[config.mk]
export PLATFORM = sky130hd
export DESIGN_NAME = subservient_sram_arbiter
export DESIGN_NICKNAME = d
export VERILOG_FILES = /design/src/rtl/subservient_sram_arbiter_pkg.sv /design/src/rtl/subservient_rr_arb.sv /design/src/rtl/subservient_sram_arbiter.sv
export SDC_FILE = /design/constraint.sdc
export NUM_CORES = 1
export LEC_CHECK = 0
export BUFFER_PORTS_ARGS = -buffer_cell sky130_fd_sc_hd__buf_2
export CORE_MARGIN = 2
export CORE_UTILIZATION = 35
export CTS_CLUSTER_SIZE = 24
export DETAILED_ROUTE_END_ITERATION = 10
export PLACE_DENSITY = 0.64
export SYNTH_ARGS = -nofsm -noshare
export SYNTH_HDL_FRONTEND = slang
export SYNTH_SLANG_ARGS = --single-unit
[constraint.sdc]
create_clock -name i_clk -period 3.4 [get_ports i_clk]
set_input_delay 1.02 -clock i_clk [delete_from_list [all_inputs] [get_ports i_clk]]
set_output_delay 1.02 -clock i_clk [all_outputs]
set_load 0.05 [all_outputs]
[src/rtl/subservient_sram_arbiter_pkg.sv]
// Shared types for the two-port Wishbone to byte-wide SRAM arbiter.
// Holds the FSM encoding, the byte counter width and the byte lane selector.
package subservient_sram_arbiter_pkg;

  localparam int CNT_W   = 2;
  localparam int SRAM_AW = 10;

  typedef enum logic [2:0] {
    IDLE,
    WRITE,
    READ,
    RLAST,
    ACK
  } state_t;

  function automatic logic [7:0] byte_of(input logic [31:0] word,
                                         input logic [CNT_W-1:0] k);
    return word[8*k +: 8];
  endfunction

endpackage

[src/rtl/subservient_rr_arb.sv]
// Two-requester round-robin arbiter; remembers the last grant so ties alternate.
module subservient_rr_arb (
  input  logic       i_clk,
  input  logic       i_rst_n,
  input  logic       i_en,
  input  logic [1:0] i_req,
  output logic       o_valid,
  output logic       o_gnt
);

  logic last_q;

  // A lone requester always wins; on a tie the one not granted last goes first.
  always_comb begin
    o_valid = |i_req;
    o_gnt   = i_req[1];
    if (i_req == 2'b11) o_gnt = ~last_q;
  end

  // Resetting to 1 lets requester 0 take the first tie.
  always_ff @(posedge i_clk or negedge i_rst_n) begin
    if (!i_rst_n)              last_q <= 1'b1;
    else if (i_en && o_valid)  last_q <= o_gnt;
  end

endmodule

[src/rtl/subservient_sram_arbiter.sv]
// Shares one byte-wide SRAM between two 32-bit Wishbone ports.
// Each access is split into four sequential byte cycles; SRAM outputs are registered.
module subservient_sram_arbiter
  import subservient_sram_arbiter_pkg::*;
#(
  parameter int memsize = 1024
) (
  input  logic                           i_clk,
  input  logic                           i_rst_n,
  input  logic [$clog2(memsize)-3:0]     i_wb_r0_adr,
  input  logic [31:0]                    i_wb_r0_dat,
  input  logic [3:0]                     i_wb_r0_sel,
  input  logic                           i_wb_r0_we,
  input  logic                           i_wb_r0_stb,
  output logic [31:0]                    o_wb_r0_rdt,
  output logic                           o_wb_r0_ack,
  input  logic [$clog2(memsize)-3:0]     i_wb_r1_adr,
  input  logic [31:0]                    i_wb_r1_dat,
  input  logic [3:0]                     i_wb_r1_sel,
  input  logic                           i_wb_r1_we,
  input  logic                           i_wb_r1_stb,
  output logic [31:0]                    o_wb_r1_rdt,
  output logic                           o_wb_r1_ack,
  output logic [SRAM_AW-1:0]             o_sram_waddr,
  output logic [7:0]                     o_sram_wdata,
  output logic                           o_sram_wen,
  output logic [SRAM_AW-1:0]             o_sram_raddr,
  input  logic [7:0]                     i_sram_rdata
);

  localparam int aw = $clog2(memsize);

  state_t           state_q, state_d;
  logic [CNT_W-1:0] cnt_q, cnt_nxt;
  logic             gnt_q;
  logic [aw-3:0]    adr_q;
  logic [31:0]      dat_q;
  logic [3:0]       sel_q;
  logic [23:0]      rbuf_q;
  logic [31:0]      rdt_q;

  logic             arb_valid, arb_gnt;
  logic [aw-3:0]    req_adr;
  logic [31:0]      req_dat;
  logic [3:0]       req_sel;
  logic             req_we;

  function automatic logic [SRAM_AW-1:0] byte_addr(input logic [aw-3:0] a,
                                                   input logic [CNT_W-1:0] k);
    return SRAM_AW'({a, k});
  endfunction

  subservient_rr_arb u_arb (
    .i_clk   (i_clk),
    .i_rst_n (i_rst_n),
    .i_en    (state_q == IDLE),
    .i_req   ({i_wb_r1_stb, i_wb_r0_stb}),
    .o_valid (arb_valid),
    .o_gnt   (arb_gnt)
  );

  assign req_adr = arb_gnt ? i_wb_r1_adr : i_wb_r0_adr;
  assign req_dat = arb_gnt ? i_wb_r1_dat : i_wb_r0_dat;
  assign req_sel = arb_gnt ? i_wb_r1_sel : i_wb_r0_sel;
  assign req_we  = arb_gnt ? i_wb_r1_we  : i_wb_r0_we;
  assign cnt_nxt = cnt_q + 2'd1;

  always_ff @(posedge i_clk or negedge i_rst_n) begin
    if (!i_rst_n) state_q <= IDLE;
    else          state_q <= state_d;
  end

  // RLAST is the extra cycle needed to catch the last byte's one-cycle read latency.
  always_comb begin
    state_d = state_q;
    case (state_q)
      IDLE:    if (arb_valid) state_d = req_we ? WRITE : READ;
      WRITE:   if (cnt_q == 2'd3) state_d = ACK;
      READ:    if (cnt_q == 2'd3) state_d = RLAST;
      RLAST:   state_d = ACK;
      ACK:     state_d = IDLE;
      default: state_d = IDLE;
    endcase
  end

  // SRAM controls are loaded one cycle ahead so byte k appears in cycle T+1+k.
  always_ff @(posedge i_clk or negedge i_rst_n) begin
    if (!i_rst_n) begin
      cnt_q        <= '0;
      gnt_q        <= 1'b0;
      adr_q        <= '0;
      dat_q        <= '0;
      sel_q        <= '0;
      rbuf_q       <= '0;
      rdt_q        <= '0;
      o_sram_waddr <= '0;
      o_sram_wdata <= '0;
      o_sram_wen   <= 1'b0;
      o_sram_raddr <= '0;
    end else begin
      o_sram_wen <= 1'b0;
      case (state_q)
        IDLE: if (arb_valid) begin
          gnt_q <= arb_gnt;
          adr_q <= req_adr;
          dat_q <= req_dat;
          sel_q <= req_sel;
          if (req_we) begin
            o_sram_waddr <= byte_addr(req_adr, 2'd0);
            o_sram_wdata <= req_dat[7:0];
            o_sram_wen   <= req_sel[0];
          end else begin
            o_sram_raddr <= byte_addr(req_adr, 2'd0);
          end
        end
        WRITE: begin
          cnt_q <= cnt_nxt;
          if (cnt_q != 2'd3) begin
            o_sram_waddr <= byte_addr(adr_q, cnt_nxt);
            o_sram_wdata <= byte_of(dat_q, cnt_nxt);
            o_sram_wen   <= sel_q[cnt_nxt];
          end
        end
        READ: begin
          cnt_q <= cnt_nxt;
          if (cnt_q != 2'd3) o_sram_raddr <= byte_addr(adr_q, cnt_nxt);
          case (cnt_q)
            2'd1:    rbuf_q[7:0]   <= i_sram_rdata;
            2'd2:    rbuf_q[15:8]  <= i_sram_rdata;
            2'd3:    rbuf_q[23:16] <= i_sram_rdata;
            default: ;
          endcase
        end
        // Visible rdt only changes once the whole word is in, so it holds between reads.
        RLAST: rdt_q <= {i_sram_rdata, rbuf_q};
        default: ;
      endcase
    end
  end

  assign o_wb_r0_ack = (state_q == ACK) && !gnt_q;
  assign o_wb_r1_ack = (state_q == ACK) &&  gnt_q;
  assign o_wb_r0_rdt = rdt_q;
  assign o_wb_r1_rdt = rdt_q;

endmodule

==> results.json <==
{
  "status": "completed",
  "nets": 785,
  "ctsResizeCount": 0,
  "peakVddDrop_uv": 818,
  "fin_ws_ns": 0.707,
  "finalHoldViolCount": 0,
  "max_slew_margin_pct": 59.3,
  "ios": 197,
  "synth.distinct_cells": 36,
  "die_w_um": 138,
  "cap_violations": 0,
  "synthesis.nets": 624,
  "wirelength_um": 13800,
  "start_util_pct": 35.4,
  "ys_seq_area_share_pct": 54.1,
  "die_area_um2": 19100,
  "grt_max_degree": 91,
  "fillers": 1679,
  "leakagePower_uw": 0.00392,
  "drt-pass1-iter-count": 4,
  "vias": 4383,
  "antennaDiodeCount": 0,
  "setup_viol": 0,
  "wire_per_inst_um": 15.0,
  "synthCells": 519,
  "postCtsHoldBufs": 0,
  "clkLatencyLatePin_ns": 0.41,
  "rsz0062_at_grt": "false",
  "antenna_found_initial": 0,
  "multi_input_area_um2": 2510,
  "ys_async_sr_fraction_pct": 100,
  "fmaxAchievable_ghz": 0.371,
  "post-cts-setup-buffers": 0,
  "synth_area_leaders": "dfrtp_1, mux2_2, mux2i_1",
  "worstRegToRegCells": 3,
  "synth_seq_cells": 136,
  "p_total_uw": 9660,
  "hp-class": "reg -> reg",
  "die_h_um": 138,
  "post-route-drc-count": 0,
  "cts-root-buf": "clkbuf_16",
  "clk_path_buf_depth": 2,
  "final_util_pct": 44.6,
  "ant_nets": 0,
  "grt_first_pass_wirelength_um": 22700,
  "end_kind": "primary output",
  "synthesis.area_um2": 6290,
  "synth_top_area_share_pct": 53.7,
  "ff_latch_area_um2": 3400,
  "numCtsBuffers": 17,
  "synth-edff-count": 0,
  "dpl.hpwl_um": 9750,
  "core_area_um2": 17800,
  "clk_pin_slew_worst_paths_ns": 0.06,
  "worst_pin_slew_ns": 0.610,
  "portBuffers": 196,
  "worstPathRequired_ns": 2.38,
  "min_period_over_period_pct": 79.2,
  "p_per_area_nw_per_um2": 1220,
  "whs_path_depth": 2,
  "cp.arrival_ns": 1.67,
  "critPathKind": "reg -> out",
  "holdCritStartpoint": "dat_q[10]$_DFFE_PN0P_",
  "drv_slew": 0,
  "track_usage_pct": 15.0,
  "area_delta_synth_final_pct": 25.9,
  "htreeDepth": 4,
  "cts_tree": "built",
  "grt_pass1_vias": 4338,
  "synth_area_leader_cell": "dfrtp_1",
  "ff2ff_setup_slack_ns": 1.02,
  "drt_iter0_drc": 140,
  "synthFlopType": "dfrtp_1",
  "layout-drive-gt1-share_pct": 48.3,
  "reg2reg_from": "state_q[1]$_DFFE_PN0P_",
  "setup_tns_ns": 0,
  "skew_ns": 0.00763,
  "place_congestion": 0.707,
  "grt_overflow": 0,
  "syn_area_per_cell_um2": 12.1,
  "yosysWarningCount": 0,
  "min_period_ns": 2.69,
  "min_to": "dat_q[10]$_DFFE_PN0P_",
  "cp_max_fo": 13,
  "crit_path_start_kind": "flip-flop",
  "cts_num_sinks": 136,
  "reg2reg_to": "rbuf_q[22]$_DFFE_PN0P_",
  "drt-vias-per-instance": 4.76,
  "preCtsSetupSlack_ns": 0.665,
  "fp-row-count": 49
}
## critical path, cell delays in order (launching register included)
cell and delay [ns]:
dfrtp_1 0.53, nor2_1 0.25, nand2_1 0.08, nor2_1 0.11
buf_2 0.29
## area by class of cell
| class | count | area share [%] |
|---|---|---|
| clock buffer | 24 | 6.33 |
| clock inverter | 7 | 1.45 |
| inverter | 4 | 0.189 |
| multi-input combinational | 316 | 31.7 |
| sequential | 136 | 43.0 |
| tap | 229 | 3.62 |
| timing repair buffer | 205 | 13.8 |
## how the worst max path moves through the flow
stage,start,endpoint,slack [ns],cells after the start
4_1_cts,state_q[1]$_DFFE_PN0P_,o_wb_r0_ack,0.69,4
2_1_floorplan,i_wb_r1_stb,o_sram_raddr[2]$_DFFE_PN0P_,0.81,5
3_5_place_dp,i_wb_r1_stb,o_sram_raddr[8]$_DFFE_PN0P_,0.67,6
3_3_place_gp,i_wb_r1_stb,o_sram_wdata[5]$_DFFE_PN0P_,0.70,6
6_report,state_q[1]$_DFFE_PN0P_,o_wb_r0_ack,0.71,4
5_1_grt,state_q[1]$_DFFE_PN0P_,o_wb_r0_ack,0.60,4
## Yosys cell counts (all sizes together) (2+ instances only)
cell type and instances:
o21ai 59, nand2 66, clkbuf 18, and3 3
inv 4, dfrtp 135, mux4 9, mux2i 45
nor2 20, mux2 85, ha 3, buf 45
a21oi 8, a21o 2
## cell usage in the layout, fill, tap and decap left out, drive strengths merged, types with 2 or more instances in the layout
cell type    n
clkbuf      24
clkinvlp     2
ha           3
a21oi        8
clkinv       2
mux2i       45
nand2       66
o21ai       59
a21o         2
buf        205
bufinv       3
and3         3
inv          4
mux2        85
dfrtp      135
nor2        20
mux4         9
## state kept, by name, indices dropped and copies added (netlist names)
name	flops
gnt_q	1
rbuf_q	24
dat_q	32
adr_q	8
o_wb_r0_rdt	32
o_sram_waddr	10
cnt_q	2
o_sram_wdata	8
o_sram_raddr	10
state_q	3
sel_q	4
o_sram_wen	1
u_arb.last_q	1
## where the power goes
group          switching (µW)  internal (µW)
registers                 508           2420
clock network             660           1250
logic                    3180           1640
total                    4350           5310
## routing by layer
metal	global-route usage, %	share of wire [%]	vias to the layer above
li1	-	-	2098
met1	20.7	47	2097
met2	23.3	46	170
met3	3.98	6.0	18
met4	4.62	1.3	0
met5	0	0	-
## metrics by stage
step	hold slack, ns	std cells	area [µm²]
after floorplan	0.444	519	6290
after global placement	0.455	890	7310
after detailed placement	0.465	890	7310
after CTS	0.478	921	7920
after global routing	0.504	921	7920
final	0.471	921	7920
## kinds of logic (layout without fill, tap and decap cells)
family	Yosys count	after routing	synth area share [%]
AOI/OAI and AO/OA	76	76	6.88
xor gates and xnor gates	1	1	0.139
adders and majority gates	3	3	0.596
buffers and inverters	67	240	6.30
DFF	136	136	54.1
muxes	139	139	25.6
and+or+nand+nor	97	97	6.40
No activity file was read; power rests on OpenSTA's default activity.
